### src/rtl/chardisp_clk_pkg.sv
// chardisp_clk_pkg: shared types, BCD bounds and increment helper for the time-of-day counter
package chardisp_clk_pkg;
  typedef enum logic [1:0] {RUN = 2'd0, SET_HR = 2'd1, SET_MIN = 2'd2} mode_t;
  typedef logic [7:0] bcd2_t;
  localparam bcd2_t BCD_59 = 8'h59;
  localparam bcd2_t BCD_23 = 8'h23;
  localparam bcd2_t BCD_12 = 8'h12;
  function automatic bcd2_t bcd_inc(input bcd2_t v);
    return (v[3:0] == 4'd9) ? {v[7:4] + 4'd1, 4'd0} : v + 8'd1;
  endfunction
endpackage

### src/rtl/bcd_counter_2d.sv
// bcd_counter_2d: two-digit BCD counter over MIN_VAL..MAX_VAL with load-to-minimum and wrap carry
module bcd_counter_2d
  import chardisp_clk_pkg::*;
#(
  parameter bcd2_t MIN_VAL = 8'h00,
  parameter bcd2_t MAX_VAL = 8'h59,
  parameter bcd2_t INIT    = 8'h00
) (
  input  logic  clk_i,
  input  logic  rst_ni,
  input  logic  en_i,
  input  logic  load_i,
  output bcd2_t q_o,
  output logic  wrap_o
);
  bcd2_t q_q, q_d;
  always_comb q_d = load_i ? MIN_VAL : !en_i ? q_q : (q_q == MAX_VAL) ? MIN_VAL : bcd_inc(q_q);
  always_ff @(posedge clk_i or negedge rst_ni)
    if (!rst_ni) q_q <= INIT;
    else q_q <= q_d;
  assign q_o    = q_q;
  assign wrap_o = en_i && (q_q == MAX_VAL);
endmodule

### src/rtl/digital_clock_counter.sv
// digital_clock_counter: BCD HH:MM:SS clock advanced by rising edges of a 1 Hz wave, with button set mode
module digital_clock_counter
  import chardisp_clk_pkg::*;
#(
  parameter bit    H24       = 1'b1,
  parameter bcd2_t INIT_HOUR = 8'h00,
  parameter bcd2_t INIT_MIN  = 8'h00
) (
  input  logic       PCK,
  input  logic       RST_N,
  input  logic       TICK_IN,
  input  logic       MODE_BTN,
  input  logic       INC_BTN,
  output logic [7:0] HOUR_BCD,
  output logic [7:0] MIN_BCD,
  output logic [7:0] SEC_BCD,
  output logic [1:0] MODE,
  output logic       UPD
);
  localparam bcd2_t HR_MIN  = H24 ? 8'h00 : 8'h01;
  localparam bcd2_t HR_MAX  = H24 ? BCD_23 : BCD_12;
  localparam bcd2_t HR_INIT = (!H24 && INIT_HOUR == 8'h00) ? BCD_12 : INIT_HOUR;
  mode_t mode_q, mode_d;
  logic t1_q, t2_q, upd_q, upd_d;
  logic tick, sec_en, sec_load, sec_wrap, min_en, min_wrap, hr_en, unused_hr_wrap;
  always_comb begin
    tick     = t1_q && !t2_q;
    mode_d   = !MODE_BTN ? mode_q : (mode_q == RUN) ? SET_HR : (mode_q == SET_HR) ? SET_MIN : RUN;
    sec_en   = (mode_q == RUN) && tick && !MODE_BTN;
    sec_load = (mode_q == SET_MIN) && MODE_BTN;
    min_en   = sec_wrap || ((mode_q == SET_MIN) && INC_BTN && !MODE_BTN);
    // min_wrap only carries into hours while running; sec_wrap is zero in set modes
    hr_en    = (sec_wrap && min_wrap) || ((mode_q == SET_HR) && INC_BTN && !MODE_BTN);
    upd_d    = sec_en || min_en || hr_en || sec_load;
  end
  always_ff @(posedge PCK or negedge RST_N)
    if (!RST_N) begin
      t1_q   <= 1'b0;
      t2_q   <= 1'b0;
      mode_q <= RUN;
      upd_q  <= 1'b0;
    end else begin
      t1_q   <= TICK_IN;
      t2_q   <= t1_q;
      mode_q <= mode_d;
      upd_q  <= upd_d;
    end
  bcd_counter_2d #(.MIN_VAL(8'h00), .MAX_VAL(BCD_59), .INIT(8'h00)) u_sec (
    .clk_i(PCK), .rst_ni(RST_N), .en_i(sec_en), .load_i(sec_load), .q_o(SEC_BCD), .wrap_o(sec_wrap)
  );
  bcd_counter_2d #(.MIN_VAL(8'h00), .MAX_VAL(BCD_59), .INIT(INIT_MIN)) u_min (
    .clk_i(PCK), .rst_ni(RST_N), .en_i(min_en), .load_i(1'b0), .q_o(MIN_BCD), .wrap_o(min_wrap)
  );
  bcd_counter_2d #(.MIN_VAL(HR_MIN), .MAX_VAL(HR_MAX), .INIT(HR_INIT)) u_hr (
    .clk_i(PCK), .rst_ni(RST_N), .en_i(hr_en), .load_i(1'b0), .q_o(HOUR_BCD), .wrap_o(unused_hr_wrap)
  );
  assign MODE = mode_q;
  assign UPD  = upd_q;
endmodule

### config.mk
export PLATFORM = sky130hd
export DESIGN_NAME = digital_clock_counter
export DESIGN_NICKNAME = d
export VERILOG_FILES = /design/src/rtl/chardisp_clk_pkg.sv /design/src/rtl/bcd_counter_2d.sv /design/src/rtl/digital_clock_counter.sv
export SDC_FILE = /design/constraint.sdc
export NUM_CORES = 1
export LEC_CHECK = 0
export ABC_AREA = 0
export BUFFER_PORTS_ARGS = -buffer_cell sky130_fd_sc_hd__buf_2
export CAP_MARGIN = 20
export CORE_ASPECT_RATIO = 0.8
export CORE_UTILIZATION = 59
export DETAILED_ROUTE_END_ITERATION = 10
export MAX_ROUTING_LAYER = met4
export PLACE_DENSITY = 0.93
export SETUP_SLACK_MARGIN = 0.02
export SYNTH_ARGS = -nofsm -noshare
export SYNTH_HDL_FRONTEND = slang
export SYNTH_SLANG_ARGS = --single-unit
### constraint.sdc
create_clock -name PCK -period 3.35 [get_ports PCK]
set_clock_uncertainty 0.1 [all_clocks]
set_input_delay 0.335 -clock PCK [delete_from_list [all_inputs] [get_ports PCK]]
set_output_delay 0.335 -clock PCK [all_outputs]
set_load 0.01 [all_outputs]
# After elaboration in Yosys (flattened, before gate mapping)

Cells that the tools add are included.

Flip-flop bits (word level): 29
Latch bits: 0
RAM bits: 0
ROM bits: 0
Bits of input ports: 5
Output and inout port bits: 27
Memories: 0

Add/sub/neg operators: 6
Multipliers: 0
Div/mod/pow operators: 0
$lt $le $gt $ge: 0
Eq/ne operators: 8
Shift operators: 0
Mux-type cells: 10
Bitwise logic cells: 0
Reductions and logical operators: 20

Operators with widths:

| kind                                                             | count |
|---|---|
| 8-bit 2-to-1 mux                                                 | 8 |
| 8-bit by 1-bit adder with 8-bit output (second input constant)   | 3 |
| 8-bit by 7-bit == test with 1-bit output (second input constant) | 2 |
| 4-bit by 1-bit adder with 4-bit output (second input constant)   | 3 |
| 4-bit == test (second input constant)                            | 3 |
| 1-bit logical AND                                                | 11 |
| 8-bit by 6-bit == test with 1-bit output (second input constant) | 1 |
| 1-bit logical OR                                                 | 5 |
| 2-bit 2-to-1 mux                                                 | 2 |
| 2-bit by 1-bit == test with 1-bit output (second input constant) | 1 |
| 2-bit == test (second input constant)                            | 1 |
| 1-bit zero test                                                  | 2 |
| 2-bit zero test                                                  | 1 |
| 2-bit nonzero test                                               | 1 |

# Longest topological paths before layout

Word-level depth: 11
Mapped depth: 8
Mapped depth without buffers: 7

# Hierarchy

Synthesis repeated with hierarchy kept, for this count alone.

Cells, all modules: 212
Area total of the unflattened synthesis: 2015.7 µm²

Modules (own cells, without submodules):

| module                  | times used | cells each | area each (µm²) | seq. area each (µm²) |
|---|---|---|---|---|
| bcd_counter_2d at u_min | 1          | 67         | 628.1           | 200.2 |
| bcd_counter_2d at u_sec | 1          | 66         | 603.1           | 200.2 |
| bcd_counter_2d at u_hr  | 1          | 59         | 550.5           | 200.2 |
| digital_clock_counter   | 1          | 20         | 234.0           | 125.1 |

# Least setup slack after synthesis

No wires, ideal clock.

Path type: register to register
From: register u_sec.q_q[1] (netlist: u_sec.q_o[1])
To: register u_min.q_q[7] (netlist: u_min.q_o[7])
Data arrival time: 1.920 ns
Path slack: 1.206 ns
Cell stages (with the launch flop): 8
Buffers on the path: 0
Clock period less this slack: 2.144 ns
Cells stage by stage: dfrtp_1 -> inv_1 -> ha_1 -> nand3b_1 -> nor3_2 -> a32oi_2 -> a2111oi_0 -> mux2_2

Cells in the longest elaborated chain, start to end: 3

Ends and longest elaborated chain:

| element                                  | RTL line                    | source |
|---|---|---|
| start, declared                          | bcd_counter_2d.sv:16        | `bcd2_t q_q, q_d;` |
| start signal, assigned                   | bcd_counter_2d.sv:20        | `else q_q <= q_d;` |
| 8-bit by 7-bit == test with 1-bit output | bcd_counter_2d.sv:22        | `assign wrap_o = en_i && (q_q == MAX_VAL);` |
| 1-bit logical AND                        | bcd_counter_2d.sv:22        |  |
| 1-bit logical OR                         | digital_clock_counter.sv:31 | `min_en = sec_wrap \|\| ((mode_q == SET_MIN) && INC_BTN && !MODE_BTN);` |
| end signal, assigned                     | bcd_counter_2d.sv:20        |  |
| end, declared                            | bcd_counter_2d.sv:16        |  |

Every way passes these cells.
A chain may end at the register's enable or synchronous reset.

# Worst setup path after layout

Same ends and word-level chain as after synthesis.

==> impl_metrics.yaml <==
setup_path:
  timing.critical_path.required_ns: 3.47
  timing.critical_path.slowest_stage_cell: "dfrtp_1"
  critical_path.top_delay_family: "compound AO/OA/AOI/OAI gates"
  slowest_delay_ns: 0.44
  worstPathCellList: "inv_1 > ha_1 > nand3b_1 > nor3_2 > a32oi_2 > a2111oi_0 > mux2_2"
  timing.critical_path.depth: 7
  worst-setup-path-type: "register to register"
  worst_setup_path_start_kind: "register"
  register_to_register_path_depth: 7
  worst-endpoint-arrival_ns: 2.60
  timing.critical_path.buf_inv: 1
  critical_path_peak_fanout: 13
  crit_path_end_kind: "register"
pwr:
  clock_power_share_pct: 22.1
  pwr-share-comb_pct: 35.1
  sw_frac_of_total_pct: 38.7
  seq_power_share_pct: 42.8
  power_leakage_nw: 0.951
  total_switching_power_mw: 0.520
  power_per_cell_area_nw_per_um2: 670
  power.ir.vdd_worst_uv: 540
  internal-power_mw: 0.825
placement:
  globalplace.congestion: 0.857
  buffer_ports.inserted: 31
  detailed_place_hpwl_um: 2550
  dpl_cell_area_um2: 1900
  place_ws_ns: 0.838
route:
  wl_per_cell_um: 13.7
  drt_drc_violations_left: 0
  drt_iter0_markers: 102
  drtPass1Iterations: 4
  vias: 1481
  detail_route.vias_per_cell: 5.67
  routed_wirelength_um: 3580
  antenna_left: 0
clocking:
  cts_buffer_count: 5
  cts-root-to-sink-buffers: 2
  insertion_delay_ns: 0.34
  tritoncts: "yes"
  post_cts_setup_bufs: 0
  clock_tree.root_cell: "clkbuf_4"
  ctsHtreeMaxLevel: 2
  reg_clk_slew_reported_paths_ns: 0.09
  cts_sinks: 29
timing:
  grt_setup_unrepaired: "false"
  fmax_mhz: 404
  final_cycle_share_pct: 73.9
  setup_total_negative_slack_ns: 0
  worst_margin_slew_ns: 0.959
  postLayoutSetupSlackWorst_ns: 0.874
  finalCriticalPeriod_ns: 2.48
  report.final.hold_viol_count: 0
  finalSetupViolCount: 0
  final-max-slew-violation-count: 0
  maxSlewHeadroom_pct: 35.2
job:
  cap_violations: 0
outcome:
  result_of_the_run: "complete, no violations"
floorplanning:
  initial_utilization_pct: 62.5
  boundaryPins: 32
  dieHeight_um: 50.4
  num_rows: 17
  fp.dieW_um: 62.5
  design.core.area_um2: 2770
  die_ar_um2: 3150
yosys:
  distinct_cell_type_count_after_synthesis: 43
  synth_compound_area_share_pct: 17.5
  synth_seq_cells: 29
  adder_and_majority_cell_fraction_of_the_synthesized_area_pct: 8.69
  multiplexer_area_fraction_after_synthesis_pct: 3.19
  synthCells: 186
  synth.largest_area_cell: "dfrtp_1"
  synth-warning-count: 0
  synth_xor_area_share_pct: 1.01
  netlist_area_um2: 1730
  synth_enable_flop_cells: 0
  ys_seq_area_share_pct: 42.0
  async_reset_ff_share_pct: 100
  syn-mean-instance-area_um2: 9.29
  synth-simple-area-share_pct: 23.2
  synth_top_family_by_area: "simple AND/OR/NAND/NOR gates"
  postSynth.topFlopCell: "dfrtp_1"
  synth_area_leaders: "dfrtp_1 42%, ha_1 8.7%, o21ai_0 5.5%"
  syn_nets: 203
  synth_top_area_share_pct: 42.0
final_layout:
  antennaDiodeCount: 0
  drive_above_1_share_pct: 22.9
  fill_cells: 219
  flow.area_growth_from_synthesis_pct: 16.2
  design.final.nets: 239
  layout_commonest_cell: "buf_2"
  layout.cell_area.non_filler_um2: 2010
  layout.cells.most_common_list: "31 x buf_2, 29 x dfrtp_1, 23 x nand2_1, 19 x o21ai_0, 14 x nor2_1"
global_routing:
  grt_first_pass_wirelength_um: 6090
  antenna_violations_before_repair: 0
  gr-total-overflow: 0
  grt_pass1_vias: 1336
  grt_start_max_net_pins: 30
  grt.total_usage_pct: 26.5
min_path:
  holdCritPathClass: "primary input to register"
  holdPathStages: 3
[stage by stage]
step	std cells	total power, mW	hold slack, ns	utilization [%]
detailed placement	250	1.04	0.271	68.6
global route	261	1.46	0.232	72.6
finish	261	1.35	0.222	72.6
CTS	260	1.35	0.200	72.4
floorplan	186	0.876	-0.0606	-
global placement	250	1.02	0.254	68.6
[flip-flops by register name (all words and copies together), names as in the netlist]
name and cells:
MODE 2, UPD 1, t1_q 1, t2_q 1
u_hr.q_o 8, u_min.q_o 8, u_sec.q_o 8
[final cells by class]
class	instances	area (µm²)	area share, %
tap	38	47.5	2.37
clock inverter	1	30.0	1.50
clock buffer	7	55.1	2.74
timing repair buffer	34	183	9.10
inverter	11	41.3	2.06
sequential	29	726	36.1
multi-input combinational	141	926	46.1
[kinds of logic (layout without fill, tap and decap cells)]
kind of cell | after synthesis | count (layout)
mux | 5 | 5
fa+ha+maj | 12 | 12
buf+inv | 16 | 53
simple gates | 76 | 76
compound gates | 46 | 46
flops | 29 | 29
xor+xnor | 2 | 2
[power groups by stage]
| stage | clock network (mW) | registers, mW | logic, mW |
|---|---|---|---|
| after floorplan | 0 | 0.592 | 0.284 |
| after detailed placement | 0 | 0.580 | 0.462 |
| after CTS | 0.306 | 0.575 | 0.468 |
| after global placement | 0 | 0.570 | 0.454 |
| final | 0.297 | 0.576 | 0.472 |
| after global routing | 0.323 | 0.599 | 0.539 |
[Yosys cell counts, types with 2 or more instances]
library cell	n
o21ai_0	19
nor3_1	4
inv_1	11
ha_1	12
nand3_1	11
buf_6	2
and2b_2	2
a21oi_1	5
nand2_1	23
nand2b_1	7
nand3b_1	4
xor2_1	2
mux2_2	4
nor2b_1	2
clkbuf_1	2
nor2_1	14
o31ai_1	6
dfrtp_1	29
a211oi_1	3
[path summary, 6_finish.rpt]
check	start	endpoint	slack (ns)
worst max-delay path	u_sec.q_o[1]	u_min.q_o[7]	0.87
worst min-delay path	INC_BTN	UPD	0.22
worst max register to register	u_sec.q_o[1]	u_min.q_o[7]	0.87
worst min register to register	t1_q	t2_q	0.29
max in group asynchronous	RST_N	t1_q	2.29
min in group asynchronous	RST_N	u_sec.q_o[2]	0.44
[what timing repair did]
action | CTS | global route
gates resized for setup | 0 | 0
endpoints found under the hold margin | 30 | 0
hold buffers | 2 | 0
[worst min-delay path: cells and delay by family]
family,cells,cell delay (ns)
simple gates,1,0.10
compound gates,1,0.07
buf+inv,1,0.11
[metal layers]
layer / up-vias / share of wire (%) / track usage, %
li1: 735 / - / -
met1: 689 / 46 / 33.4
met4: 0 / 1.8 / 12.8
met5: - / 0 / -
met3: 8 / 6.7 / 5.45
met2: 49 / 45 / 41.1
(Power assumes the default switching activity.)
